$ cat src/rtl/xor32_descrambler.sv
// xor32_descrambler
//   Word-serial XOR keystream descrambler for 32-bit frames. A Galois LFSR
//   is seeded per frame and advanced once per accepted word; each accepted
//   word is XORed with the current keystream word into a single output
//   register (1-cycle latency, full throughput with valid/ready on both sides).
//
// Parameters
//   POLY       Galois feedback taps
//   FRAME_LEN  words per frame (1..65535)
//
// Ports
//   clk, rst         rising-edge clock, synchronous active-high reset
//   seed_valid/seed  seed load, honoured only while idle (zero seed -> all ones)
//   in_valid/in_ready/in_data     scrambled word input handshake
//   out_valid/out_ready/out_data  descrambled word output handshake
//   busy             high while a frame is in progress
//   frame_done       one-cycle pulse after the last word of a frame is accepted
//
// Optional feature (macro XOR32_DESCR_PARITY_EN)
//   in_par   even parity of the scrambled word
//   out_perr parity error flag travelling with out_data
module xor32_descrambler #(
    parameter logic [31:0] POLY      = 32'h04C11DB7,
    parameter int unsigned FRAME_LEN = 16
) (
    input  logic        clk,
    input  logic        rst,
    input  logic        seed_valid,
    input  logic [31:0] seed,
    input  logic        in_valid,
    output logic        in_ready,
    input  logic [31:0] in_data,
    output logic        out_valid,
    input  logic        out_ready,
    output logic [31:0] out_data,
    output logic        busy,
    output logic        frame_done
`ifdef XOR32_DESCR_PARITY_EN
    ,
    input  logic        in_par,
    output logic        out_perr
`endif
);

    typedef enum logic {
        S_IDLE = 1'b0,
        S_RUN  = 1'b1
    } state_t;

    state_t      r_state;
    logic [31:0] r_key;
    logic [15:0] r_cnt;
    logic        r_out_valid;
    logic [31:0] r_out_data;
    logic        r_frame_done;

    logic        w_accept;
    logic        w_last;
    logic [31:0] w_key_next;

    // Input readiness depends only on state and the output slot, never on in_valid.
    assign in_ready   = (r_state == S_RUN) && (!r_out_valid || out_ready);
    assign w_accept   = in_valid && in_ready;
    assign w_last     = (r_cnt == 16'(FRAME_LEN - 1));
    assign w_key_next = {r_key[30:0], 1'b0} ^ (r_key[31] ? POLY : '0);

    assign out_valid  = r_out_valid;
    assign out_data   = r_out_data;
    assign busy       = (r_state == S_RUN);
    assign frame_done = r_frame_done;

    always_ff @(posedge clk) begin
        if (rst) begin
            r_state      <= S_IDLE;
            r_key        <= '0;
            r_cnt        <= '0;
            r_out_valid  <= 1'b0;
            r_out_data   <= '0;
            r_frame_done <= 1'b0;
        end else begin
            r_frame_done <= 1'b0;

            case (r_state)
                S_IDLE: begin
                    if (seed_valid) begin
                        // An all-zero seed would lock the LFSR at zero.
                        r_key   <= (seed == '0) ? '1 : seed;
                        r_cnt   <= '0;
                        r_state <= S_RUN;
                    end
                end
                S_RUN: begin
                    if (w_accept) begin
                        r_key <= w_key_next;
                        r_cnt <= r_cnt + 16'd1;
                        if (w_last) begin
                            r_state      <= S_IDLE;
                            r_frame_done <= 1'b1;
                        end
                    end
                end
                default: r_state <= S_IDLE;
            endcase

            // Output slot: reload on accept (also when draining the same cycle),
            // otherwise empty it once consumed. Data is held when not reloaded.
            if (w_accept) begin
                r_out_valid <= 1'b1;
                r_out_data  <= in_data ^ r_key;
            end else if (r_out_valid && out_ready) begin
                r_out_valid <= 1'b0;
            end
        end
    end

`ifdef XOR32_DESCR_PARITY_EN
    logic r_out_perr;

    assign out_perr = r_out_perr;

    always_ff @(posedge clk) begin
        if (rst) begin
            r_out_perr <= 1'b0;
        end else if (w_accept) begin
            r_out_perr <= (^in_data) ^ in_par;
        end
    end
`endif

endmodule

$ cat config.mk
export PLATFORM = sky130hd
export DESIGN_NAME = xor32_descrambler
export DESIGN_NICKNAME = d
export VERILOG_FILES = /design/src/rtl/xor32_descrambler.sv
export SDC_FILE = /design/constraint.sdc
export NUM_CORES = 1
export LEC_CHECK = 0
export ABC_AREA = 1
export CAP_MARGIN = 10
export CORE_UTILIZATION = 50
export CTS_BUF_LIST = sky130_fd_sc_hd__clkbuf_16
export CTS_CLUSTER_DIAMETER = 100
export CTS_CLUSTER_SIZE = 8
export DETAILED_ROUTE_END_ITERATION = 12
export MAX_ROUTING_LAYER = met4
export PLACE_DENSITY_LB_ADDON = 0.3
export REMOVE_ABC_BUFFERS = 1
export SYNTH_ARGS = -nofsm -noshare
export SYNTH_HDL_FRONTEND = slang
export SYNTH_SLANG_ARGS = --single-unit
$ cat constraint.sdc
create_clock -name clk -period 1.7 [get_ports clk]
set_clock_uncertainty 0.05 [all_clocks]
set_input_delay 0.51 -clock clk [delete_from_list [all_inputs] [get_ports clk]]
set_output_delay 0.51 -clock clk [all_outputs]
set_load 0.02 [all_outputs]
[Yosys cells after proc, flatten, opt, wreduce, memory -nomap -nowiden]
Index checks and enable logic that the tools add are counted.
W data, S select, Z words.
Operators by class
  add/subtract/negate cells: 1
  equal/unequal tests: 3
  mux-type cells: 15
  bitwise gates (word level): 4
  reduce and logical (&&, ||, !) cells: 9
Operators with widths (count)
  $mux W32: 3
  $pmux W32 S2: 1
  $logic_not A32 Y1: 1
  $mux W16: 2
  $pmux W16 S2: 1
  $xor A32 B27 Y32: 1
  $xor A32 B32 Y32: 1
  $mux W27: 1
  $add A16 B1 Y16 const B: 1
  $eq A16 B4 Y1 const B: 1
  $mux W1: 6
  $logic_and A1 B1 Y1: 3
  $reduce_or A3 Y1: 1
  $ne A2 B1 Y1 const B: 1
  $ne A2 B2 Y1 const B: 1
  $not A1 Y1: 2
  $pmux W1 S2: 1
  $reduce_and A2 Y1: 1
  $reduce_bool A2 Y1: 1
  $logic_not A1 Y1: 1
  $logic_or A1 B1 Y1: 1
Storage, ports and cells
  register bits: 83
  input port bits: 69
  output and inout bits: 36
  word-level logic and storage cells: 38

[Logic depth before layout (Yosys ltp)]
  word-level depth: 6
  mapped depth: 9
  depth with buffers taken out: 9

[Worst setup path after synthesis]
Ideal clock, no wire load.
  path kind: register to output
  start point: register r_state, in the netlist busy
  end point: output port in_ready
  data arrival time: 1.091 ns
  required time: 1.140 ns
  setup slack: 0.049 ns
  cell stages (with the launch flop): 5
  buffers on the path: 2
  cells stage by stage: dfxtp_1 buf_6 inv_2 clkbuf_1 nor2_1
Between the ends
  word-level cells in the longest chain between the ends: 1
RTL lines
  from (decl): line 50  | state_t r_state;
  from (signal assigned): line 74  | r_state <= S_IDLE;
  from (signal assigned): line 89  | r_state <= S_RUN;
  from (signal assigned): line 97  | r_state <= S_IDLE;
  $logic_and A1 B1 Y1: line 62  | assign in_ready = (r_state == S_RUN) && (!r_out_valid || out_ready);
  to (decl): line 31  | output logic in_ready,
Every way passes these cells.

[Worst setup path after layout]
  start point: input port out_ready
  end point: output port in_ready
Between the ends
  word-level cells in the longest chain between the ends: 2
RTL lines
  from (decl): line 34  | input logic out_ready,
  $logic_or A1 B1 Y1: line 62
  $logic_and A1 B1 Y1: line 62
Every way passes these cells.

==> results.json <==
{
  "period_needed_ns": 1.65,
  "antenna_cells": 0,
  "area_growth_pct": 42.5,
  "netlist_instances": 590,
  "maxSlewHeadroom_pct": 66.1,
  "multi_input_area_um2": 2400,
  "clk_path_buf_depth": 2,
  "setup_viol": 0,
  "numCtsBuffers": 9,
  "io_pins": 105,
  "yosysSeqAreaShare_pct": 38.4,
  "path_class": "input port to output pin",
  "chipWidth_um": 95.1,
  "dp.cells": 793,
  "die_h_um": 95.1,
  "ys_ff_latch": 83,
  "grt_first_pass_wirelength_mm": 18.6,
  "hold_viol_final": 0,
  "cts-htree-levels": 3,
  "min_path_type": "register to register",
  "num_vias": 4397,
  "path_max_fanout": 2,
  "drc_errors": 0,
  "cp-start-kind": "input port",
  "avgRoutedWirePerCell_um": 15.4,
  "peakVddDrop_uv": 485,
  "via_per_inst": 5.40,
  "cp_data_required_time_ns": 1.14,
  "outcome": "finished clean",
  "antenna_found_initial": 0,
  "worstSetupEndpointType": "output pin",
  "fmax_mhz": 607,
  "wl_mm": 12.6,
  "cellLeakagePower_nw": 2.88,
  "cts_root_buf": "clkbuf_16",
  "grt_use_total_pct": 27.0,
  "power_density_nw_per_um2": 851,
  "holdBufCountCts": 0,
  "maxCapViolCount": 0,
  "nets": 775,
  "worstSkewPairLatency_ns": 0.34,
  "final_cells": 815,
  "drtIter0Drc": 226,
  "io_buffers": 104,
  "seq_area_um2": 1660,
  "p_total_w": 0.00525,
  "rows": 33,
  "cts_tree": "done",
  "clkSinkCount": 83,
  "die-area_um2": 9040,
  "post-route-period-util_pct": 96.9,
  "setup_tns_ns": 0,
  "dr.pass1.iters": 5,
  "whs_ns": 0.448,
  "path_clk_slew_ns": 0.07,
  "layout-drive-gt1-share_pct": 17.0,
  "core_area_um2": 8300,
  "synth_warnings": 0,
  "drv_slew": 0,
  "grt_max_degree": 50,
  "synth.avg_cell_area_um2": 7.34,
  "grt_pass1_vias": 4010,
  "fillers": 618,
  "synth_area_um2": 4330,
  "worstPathArrival_ns": 1.09,
  "grt_overflow": 0,
  "start_util_pct": 52.2,
  "gp_congestion": 0.876,
  "ant_nets": 0,
  "postLayoutCoreUtil_pct": 74.3,
  "tightest_slew_ns": 0.508,
  "dp.final_hpwl_mm": 8.15,
  "synth_cell_types": 34
}
==> per-layer routing <==
metal | track usage (%) | wire (µm) | vias up
li1 | - | - | 2182
met1 | 33.5 | 5440 | 2050
met2 | 44.5 | 6190 | 139
met3 | 3.75 | 647 | 26
met4 | 10.1 | 313 | 0
met5 | - | 0 | -
==> cell usage after synthesis <==
| cell type | n | share of area [%] |
|---|---|---|
| ha_1 | 1 | 0.29 |
| clkbuf_2 | 1 | 0.12 |
| nand2_4 | 4 | 1.0 |
| a21oi_2 | 1 | 0.20 |
| nand3_2 | 2 | 0.46 |
| nor3_2 | 1 | 0.23 |
| inv_1 | 27 | 2.3 |
| nor4_1 | 1 | 0.14 |
| clkinv_1 | 1 | 0.087 |
| nand4_1 | 5 | 0.72 |
| and3_1 | 1 | 0.14 |
| nand2_2 | 6 | 0.87 |
| nand3_1 | 11 | 1.3 |
| nor4_4 | 1 | 0.49 |
| buf_6 | 6 | 1.6 |
| nand3_4 | 1 | 0.40 |
| nor2_1 | 66 | 5.7 |
| nand2_1 | 81 | 7.0 |
| nor2_8 | 1 | 0.46 |
| a211oi_1 | 1 | 0.17 |
| buf_2 | 13 | 1.5 |
| a21oi_1 | 75 | 8.7 |
| dfxtp_1 | 83 | 38 |
| xnor2_1 | 45 | 9.1 |
| buf_4 | 5 | 0.87 |
| o21ai_0 | 59 | 6.8 |
| a211oi_2 | 1 | 0.29 |
| clkbuf_1 | 13 | 1.1 |
| or2_2 | 19 | 2.7 |
| nor2_2 | 3 | 0.43 |
| inv_2 | 3 | 0.26 |
| nor3_1 | 6 | 0.69 |
| o31ai_1 | 1 | 0.17 |
| o21ai_1 | 45 | 5.2 |
==> worst max-delay path: stages <==
cell	delay [ns]
dlygate4sd2_1	0.24
inv_2	0.05
nand2_2	0.05
inv_2	0.06
nor2_2	0.04
buf_4	0.14
==> final timing paths <==
path                            cells past startpoint       from       end  slack (ns)
worst max-delay path                                6  out_ready  in_ready        0.05
worst min-delay path                                1   r_cnt[5]  r_cnt[5]        0.45
worst max register to register                      7       busy  r_cnt[7]        0.09
worst min register to register                      1   r_cnt[5]  r_cnt[5]        0.45
==> report_power, final <==
group | internal [W] | switching, W
Clock | 0.00113 | 0.000813
Combinational | 0.000538 | 0.000554
Sequential | 0.00209 | 0.000124
==> through the flow <==
stage	instance area (µm²)	worst slack, ns
2_1_floorplan	4110	-1.21
3_5_place_dp	5620	-0.669
6_report	6170	0.0521
4_1_cts	5880	0.0116
5_1_grt	6170	-0.0207
3_3_place_gp	5620	-0.648
==> sequential cells by signal (all words and copies together), names as in the netlist <==
register    count
out_data       32
r_key          32
r_cnt          16
busy            1
frame_done      1
out_valid       1
==> layout make-up <==
class,instances,area share (%)
clock buffer,9,3.65
clock inverter,7,1.14
inverter,31,1.95
multi-input combinational,438,38.8
sequential,83,27.0
tap,105,2.13
timing repair buffer,142,25.3
==> what timing repair did <==
item | CTS | global route
buffers inserted | 1 | 0
gates cloned | 0 | 5
gates resized for setup | 43 | 68
endpoints found under the setup margin | 71 | 37
pin swaps | 1 | 23
==> cells by family (layout without fill, tap and decap cells) <==
group                      after synthesis  count (layout)  synth area share, %
AOI/OAI and AO/OA                      183             183                 21.5
xor gates and xnor gates                45              45                 9.10
adders and majority gates                1               1                0.289
DFF                                     83              83                 38.4
buffers and inverters                   69             189                 7.86
and+or+nand+nor                        209             209                 22.9
==> cells in the final DEF, fill, tap and decap left out, drive strengths merged, types with 2 or more instances in the layout <==
master           n
a211oi           2
a21oi           76
buf             35
clkbuf          14
clkdlybuf4s50   35
clkinv           4
clkinvlp         3
dfxtp           83
dlygate4sd2     35
dlymetal6s2s    32
inv             30
nand2           91
nand3           14
nand4            5
nor2            70
nor3             7
nor4             2
o21ai          104
or2             19
xnor2           45
(Power assumes the default switching activity.)
